===== src/rtl/cpu_boot_pkg.sv =====
// Shared definitions for the instruction-memory boot sequencer.
package cpu_boot_pkg;

    typedef enum logic [2:0] {
        ST_IDLE      = 3'd0,
        ST_WAIT_DATA = 3'd1,
        ST_WRITE     = 3'd2,
        ST_READ      = 3'd3,
        ST_CHECK     = 3'd4,
        ST_RUN       = 3'd5,
        ST_ERROR     = 3'd6
    } boot_state_e;

    localparam logic [1:0] ERR_NONE     = 2'b00;
    localparam logic [1:0] ERR_MISMATCH = 2'b01;
    localparam logic [1:0] ERR_LENGTH   = 2'b10;

endpackage


===== src/rtl/imem_boot_sequencer.sv =====
// Boot sequencer: streams instruction words into imem through the external
// port, reads each word back for verification, then enables the cpu.
module imem_boot_sequencer
    import cpu_boot_pkg::*;
#(
    parameter int unsigned IMEM_WORDS = 512,
    parameter int unsigned CNT_W      = 10,
    parameter logic [63:0] BASE_ADDR  = 64'd0
) (
    input  logic             clk,
    input  logic             arst_n,
    input  logic             start,
    input  logic             halt,
    input  logic [CNT_W-1:0] word_count,
    input  logic             s_valid,
    input  logic [31:0]      s_data,
    output logic             s_ready,
    output logic [63:0]      addr_ext,
    output logic             wen_ext,
    output logic             ren_ext,
    output logic [31:0]      wdata_ext,
    input  logic [31:0]      rdata_ext,
    output logic             cpu_enable,
    output logic             busy,
    output logic             done,
    output logic [1:0]       err_code,
    output logic [CNT_W-1:0] err_index
);

    boot_state_e      state_q, state_d;
    logic [CNT_W-1:0] index_q, index_d;
    logic [CNT_W-1:0] count_q, count_d;
    logic [31:0]      word_q, word_d;
    logic [1:0]       err_code_q, err_code_d;
    logic [CNT_W-1:0] err_index_q, err_index_d;
    logic             done_q, done_d;
    logic [63:0]      word_addr;

    // Register all state and data; asynchronous reset clears everything.
    always_ff @(posedge clk or negedge arst_n) begin
        if (!arst_n) begin
            state_q     <= ST_IDLE;
            index_q     <= '0;
            count_q     <= '0;
            word_q      <= '0;
            err_code_q  <= ERR_NONE;
            err_index_q <= '0;
            done_q      <= 1'b0;
        end else begin
            state_q     <= state_d;
            index_q     <= index_d;
            count_q     <= count_d;
            word_q      <= word_d;
            err_code_q  <= err_code_d;
            err_index_q <= err_index_d;
            done_q      <= done_d;
        end
    end

    // Next-state logic; done_d is raised only on transitions into RUN.
    always_comb begin
        state_d     = state_q;
        index_d     = index_q;
        count_d     = count_q;
        word_d      = word_q;
        err_code_d  = err_code_q;
        err_index_d = err_index_q;
        done_d      = 1'b0;
        unique case (state_q)
            ST_IDLE: begin
                if (start) begin
                    if (word_count == '0) begin
                        state_d = ST_RUN;
                        done_d  = 1'b1;
                    end else if ({1'b0, word_count} > (CNT_W+1)'(IMEM_WORDS)) begin
                        state_d     = ST_ERROR;
                        err_code_d  = ERR_LENGTH;
                        err_index_d = '0;
                    end else begin
                        count_d = word_count;
                        index_d = '0;
                        state_d = ST_WAIT_DATA;
                    end
                end
            end
            ST_WAIT_DATA: begin
                if (s_valid) begin
                    word_d  = s_data;
                    state_d = ST_WRITE;
                end
            end
            ST_WRITE: state_d = ST_READ;
            ST_READ:  state_d = ST_CHECK;
            ST_CHECK: begin
                if (rdata_ext != word_q) begin
                    state_d     = ST_ERROR;
                    err_code_d  = ERR_MISMATCH;
                    err_index_d = index_q;
                end else if (index_q == count_q - CNT_W'(1)) begin
                    state_d = ST_RUN;
                    done_d  = 1'b1;
                end else begin
                    index_d = index_q + CNT_W'(1);
                    state_d = ST_WAIT_DATA;
                end
            end
            ST_RUN: begin
                if (halt) state_d = ST_IDLE;
            end
            ST_ERROR: begin
                if (halt) begin
                    state_d     = ST_IDLE;
                    err_code_d  = ERR_NONE;
                    err_index_d = '0;
                end
            end
            default: state_d = ST_IDLE;
        endcase
    end

    assign word_addr = BASE_ADDR + {{(62-CNT_W){1'b0}}, index_q, 2'b00};

    // Output decode from registered state/data only; address and data are
    // zeroed outside memory-access states so reset leaves every output at 0.
    always_comb begin
        s_ready    = 1'b0;
        wen_ext    = 1'b0;
        ren_ext    = 1'b0;
        addr_ext   = '0;
        wdata_ext  = '0;
        cpu_enable = 1'b0;
        busy       = 1'b0;
        unique case (state_q)
            ST_WAIT_DATA: begin
                s_ready = 1'b1;
                busy    = 1'b1;
            end
            ST_WRITE: begin
                wen_ext   = 1'b1;
                addr_ext  = word_addr;
                wdata_ext = word_q;
                busy      = 1'b1;
            end
            ST_READ: begin
                ren_ext  = 1'b1;
                addr_ext = word_addr;
                busy     = 1'b1;
            end
            ST_CHECK: busy = 1'b1;
            ST_RUN:   cpu_enable = 1'b1;
            default: ;
        endcase
    end

    assign done      = done_q;
    assign err_code  = err_code_q;
    assign err_index = err_index_q;

endmodule


===== config.mk =====
export PLATFORM = sky130hd
export DESIGN_NAME = imem_boot_sequencer
export DESIGN_NICKNAME = d
export VERILOG_FILES = /design/src/rtl/cpu_boot_pkg.sv /design/src/rtl/imem_boot_sequencer.sv
export SDC_FILE = /design/constraint.sdc
export NUM_CORES = 1
export LEC_CHECK = 0
export CAP_MARGIN = 20
export CORE_UTILIZATION = 46
export CTS_CLUSTER_SIZE = 24
export DETAILED_ROUTE_END_ITERATION = 12
export PLACE_DENSITY = 0.92
export SLEW_MARGIN = 10
export SYNTH_ARGS = -nofsm -noshare
export SYNTH_HDL_FRONTEND = slang
export SYNTH_SLANG_ARGS = --single-unit

===== constraint.sdc =====
create_clock -name clk -period 5.6 [get_ports clk]
set_input_delay 0.56 -clock clk [delete_from_list [all_inputs] [get_ports clk]]
set_output_delay 0.56 -clock clk [all_outputs]
set_load 0.02 [all_outputs]

* Word level (Yosys, flattened, before mapping)
Cells that the tools add are included.
** Word-level totals
- Bits in writable memories :: 0
- Register bits :: 68
- Bits in read-only memories :: 0
- Memories kept :: 0
- Word-level logic and storage cells :: 80
- Bits in latches :: 0
- Output and inout port bits :: 114
** Operators by class
- Add/subtract/negate cells :: 2
- $mul :: 0
- Multiplexer cells :: 38
- Reductions and logical operators :: 12
- Bitwise operators :: 2
- Div/mod/pow operators :: 0
- Equal/unequal tests :: 18
- Magnitude comparators :: 1
- Shift-type cells :: 0
** Operator list (number)
- $mux W10 :: 10
- $mux W32 :: 1
- $ne A32 B32 Y1 :: 1
- $pmux W10 S3 :: 1
- $mux W3 :: 7
- $pmux W10 S2 :: 1
- $ne A2 B2 Y1 const B :: 9
- $pmux W3 S6 :: 1
- $mux W12 :: 1
- $reduce_and A6 Y1 :: 2
- $add A10 B1 Y10 const B :: 1
- $eq A10 B10 Y1 :: 1
- $gt A10 B10 Y1 const B :: 1
- $logic_not A10 Y1 :: 1
- $mux W2 :: 5
- $sub A10 B1 Y10 const B :: 1
- $eq A3 B3 Y1 const B :: 3
- $mux W1 :: 9
- $eq A3 B2 Y1 const B :: 2
- $pmux W2 S3 :: 1
- $reduce_and A4 Y1 :: 1
- $reduce_or A2 Y1 :: 2
- $reduce_or A4 Y1 :: 1
- $eq A3 B1 Y1 const B :: 1
- 8 further kinds :: 9

* Depth between registers and ports, before layout
- Depth in word-level cells :: 5
- Gate-level depth with buffers :: 10

* Worst setup path after synthesis
OpenSTA, ideal clock, no wires.
- Kind :: register -> output
- Start :: register state_q[1]
- End :: output wdata_ext[22]
- Setup slack :: 3.174 ns
- Cell stages (with the launch flop) :: 6
- Path buffers :: 2
- Data arrival time :: 1.866 ns
- Path through :: dfrtp_1 > clkbuf_1 > clkinv_1 > nor3_1 > clkbuf_1 > and2_1
** Between the ends
- Cells in the longest elaborated chain, start to end :: 2
** RTL lines
- start, declared :: RTL line imem_boot_sequencer.sv:30 : boot_state_e state_q, state_d;
- start signal, assigned :: RTL line imem_boot_sequencer.sv:50 : state_q <= state_d;
- $eq A3 B2 Y1 :: RTL line imem_boot_sequencer.sv:133 : unique case (state_q)
- $mux W32 :: RTL line imem_boot_sequencer.sv:133
- end, declared :: RTL line imem_boot_sequencer.sv:21 : output logic [31:0] wdata_ext,
Every way passes these cells.

* Worst setup path after layout
- Start :: input word_count[4]
- End :: register index_q[5]
** Between the ends
- Cells in the longest elaborated chain, start to end :: 3
** RTL lines
- start, declared :: RTL line imem_boot_sequencer.sv:14 : input logic [CNT_W-1:0] word_count,
- $gt A10 B10 Y1 / $logic_not A10 Y1 (equally long branches) :: RTL line imem_boot_sequencer.sv:75, imem_boot_sequencer.sv:72
- $ne A2 B2 Y1 (no source line)
- $reduce_and A6 Y1 (no source line) (*)
- end signal, assigned :: RTL line imem_boot_sequencer.sv:51 : index_q <= index_d;
- end, declared :: RTL line imem_boot_sequencer.sv:31 : logic [CNT_W-1:0] index_q, index_d;
Every way passes the cells marked *; elsewhere a longest branch is shown, timed or not.
A chain may end at the register's enable or synchronous reset.

==> flow_summary.yaml <==
outcome:
  outcome: "finished clean"
setup_path:
  crit_end: "index_q[5]$_DFFE_PN0P_"
  timing.rr.start: "state_q[2]$_DFFE_PN0P_"
  cp-end-kind: "register"
  startpoint_type: "primary input"
  crit_path_start: "word_count[4]"
  r2r-end: "index_q[5]$_DFFE_PN0P_"
  r2r_slack_ps: 2730
  crit_type: "in -> reg"
  worstPathArrival_ps: 3470
  ff2ff_path_depth: 6
  required_ps: 5860
  crit_fanout: 17
final_layout:
  multiInputGateArea_sq_um: 2283
  mostFrequentLayoutCells: "clkdlybuf4s50_1 (137), dfrtp_1 (68), conb_1 (54)"
  nets: 665
  finalCoreUtilization: 0.6271
  mostFrequentLayoutCell: "clkdlybuf4s50_1"
  fillers: 747
  syn_to_final_growth_pct: 32.56
  drive_gt1_frac: 0.09864
  n_antenna_cell: 0
  regArea_sq_um: 1702
  fin_area_sq_um: 5767
synthesis:
  synth-seq-area-share: 0.3911
  ys_ff_latch: 68
  ys_types: 48
  synth_top_area_frac: 0.3911
  syn_inst: 454
  yosys.area.top_type: "dfrtp_1"
  synth_edf_count: 0
  syn-cell-area_sq_um: 4350
  synthTopCellsByArea: "dfrtp_1 (39%), buf_4 (9.3%), mux2_2 (8.5%), xor2_1 (7.0%), and2_1 (6.3%)"
  syn_area_per_cell_sq_um: 9.582
  yosys_warnings: 0
  synth_flop_cell: "dfrtp_1"
  async_flop_share: 1.000
detailed_routing:
  drc: 0
  vias: 3602
  avgViaCountPerCell: 5.153
  dr.pass1.iters: 4
  routedWlPerCell_um: 15.23
  routed_wl_um: 10640
  drtAntennaViolNets: 0
  drtIter0Drc: 137
timing:
  slew_headroom: 0.2863
  rsz0062_at_grt: "false"
  tns_ps: 0
  drv_slew: 0
  clock.fmax_mhz: 311.6
  period_minus_slack_ps: 3209
  tightest_slew_ps: 1066
  hold_viol: 0
  finalSetupViolations: 0
  finClkSkew_ps: 10.29
  fin_crit_sh: 0.5731
grt:
  grt-ovfl-total: 0
  grtUsageMet1: 0.2459
  grt_util_all_layers: 0.2290
  gr-usage-met2: 0.4001
  use_met3: 0.08222
  grt_start_max_net_pins: 69
  antenna_found_initial: 0
  grt_pass1_wl_um: 17430
  grt_busiest_layer: "met2"
  first_global_vias: 3731
place:
  dpl_cell_area_sq_um: 5598
  routabilityCongestion: 0.8179
  hpwl_um: 8023
  io_buffer_count: 138
floorplanning:
  die_h_um: 99.25
  ios: 193
  start_util: 0.4731
  core_area_sq_um: 9196
  num_rows: 35
  design.die.area_sq_um: 9851
  die_x_um: 99.25
hold_path:
  hp-class: "in -> async"
clocking:
  htree_levels: 3
  clkTransAtPathRegs_ps: 70
  hold_buffers: 0
  cts_setup_buffers: 0
  clk_latency_ps: 350
  clock_sinks: 68
  clockRootBuffer: "clkbuf_8"
  clock_path_buffers: 2
  cts-resized-gates: 0
  cts_buffers: 9
  tritoncts: "done"
pwr:
  ir_drop_mv: 0.2741
  power.density_nw_per_um2: 422.9
  power_leakage_nw: 2.435
flow_run:
  cap_violations: 0
[layout make-up]
cell class                      count  area share
Multi-Input combinational cell    345      0.3960
Clock buffer                       13     0.02755
Inverter                           18     0.01172
Tap cell                          111     0.02408
Clock inverter                      2    0.001736
Timing Repair Buffer              142      0.2439
Sequential cell                    68      0.2951
[state kept, by name (all words and copies together), names as in the netlist]
register / flops
count_q: 10
word_q: 32
err_index: 10
index_q: 10
state_q: 3
err_code: 2
done: 1
[logic make-up (layout without fill, tap and decap cells)]
kind of cell / count (synthesis) / count (layout) / synth area share
fa+ha+maj: 2 / 2 / 0.005751
buf+inv: 94 / 175 / 0.1309
flops: 68 / 68 / 0.3911
xor+xnor: 47 / 47 / 0.09462
mux: 45 / 45 / 0.1130
simple gates: 150 / 150 / 0.1878
other cells: 1 / 54 / 0.0008620
compound gates: 47 / 47 / 0.07593
[worst min path at each step]
stage / from / endpoint / slack (ps) / cells after the start
2_1_floorplan: arst_n / count_q[0]$_DFFE_PN0P_ / 260 / 0
3_3_place_gp: count_q[9]$_DFFE_PN0P_ / count_q[9]$_DFFE_PN0P_ / 490 / 2
3_5_place_dp: err_index[7]$_DFFE_PN0P_ / err_index[7]$_DFFE_PN0P_ / 510 / 2
4_1_cts: arst_n / count_q[2]$_DFFE_PN0P_ / 430 / 2
5_1_grt: arst_n / index_q[8]$_DFFE_PN0P_ / 500 / 2
6_report: arst_n / index_q[3]$_DFFE_PN0P_ / 430 / 2
[synthesized netlist by cell type (all sizes together) (10+ instances only)]
cell type	n
xnor2	12
nand3	10
dfrtp	68
xor2	35
a21oi	11
clkbuf	15
nor4	14
inv	17
nand2	42
mux2	33
and2	44
mux2i	12
buf	61
[report_power, final]
group / internal [mW] / switching (mW)
logic: 0.607 / 0.583
registers: 0.672 / 0.211
clock network: 0.182 / 0.185
[per-layer routing]
layer / wire (um) / vias to the layer above
met3: 897 / 18
li1: - / 1697
met2: 5414 / 172
met4: 239 / 0
met1: 4092 / 1715
met5: 0 / -
[metrics by stage]
step / power (mW) / std cells / hold WS (ps) / worst slack (ps)
global placement: 2.035 / 684 / 488.9 / 2179
global route: 2.616 / 699 / 499.3 / 2169
CTS: 2.468 / 699 / 434.9 / 2404
floorplan: 1.666 / 507 / 264.4 / 3174
finish: 2.439 / 699 / 426.1 / 2391
detailed placement: 2.089 / 684 / 510.6 / 2025
[critical path: stages]
cell             delay [ps]
clkdlybuf4s50_1         420
nor4_1                  570
a31o_2                  310
and3_1                  530
a31oi_1                 340
or4_1                   580
a21oi_1                 160
No activity file was read; power rests on OpenSTA's default activity.
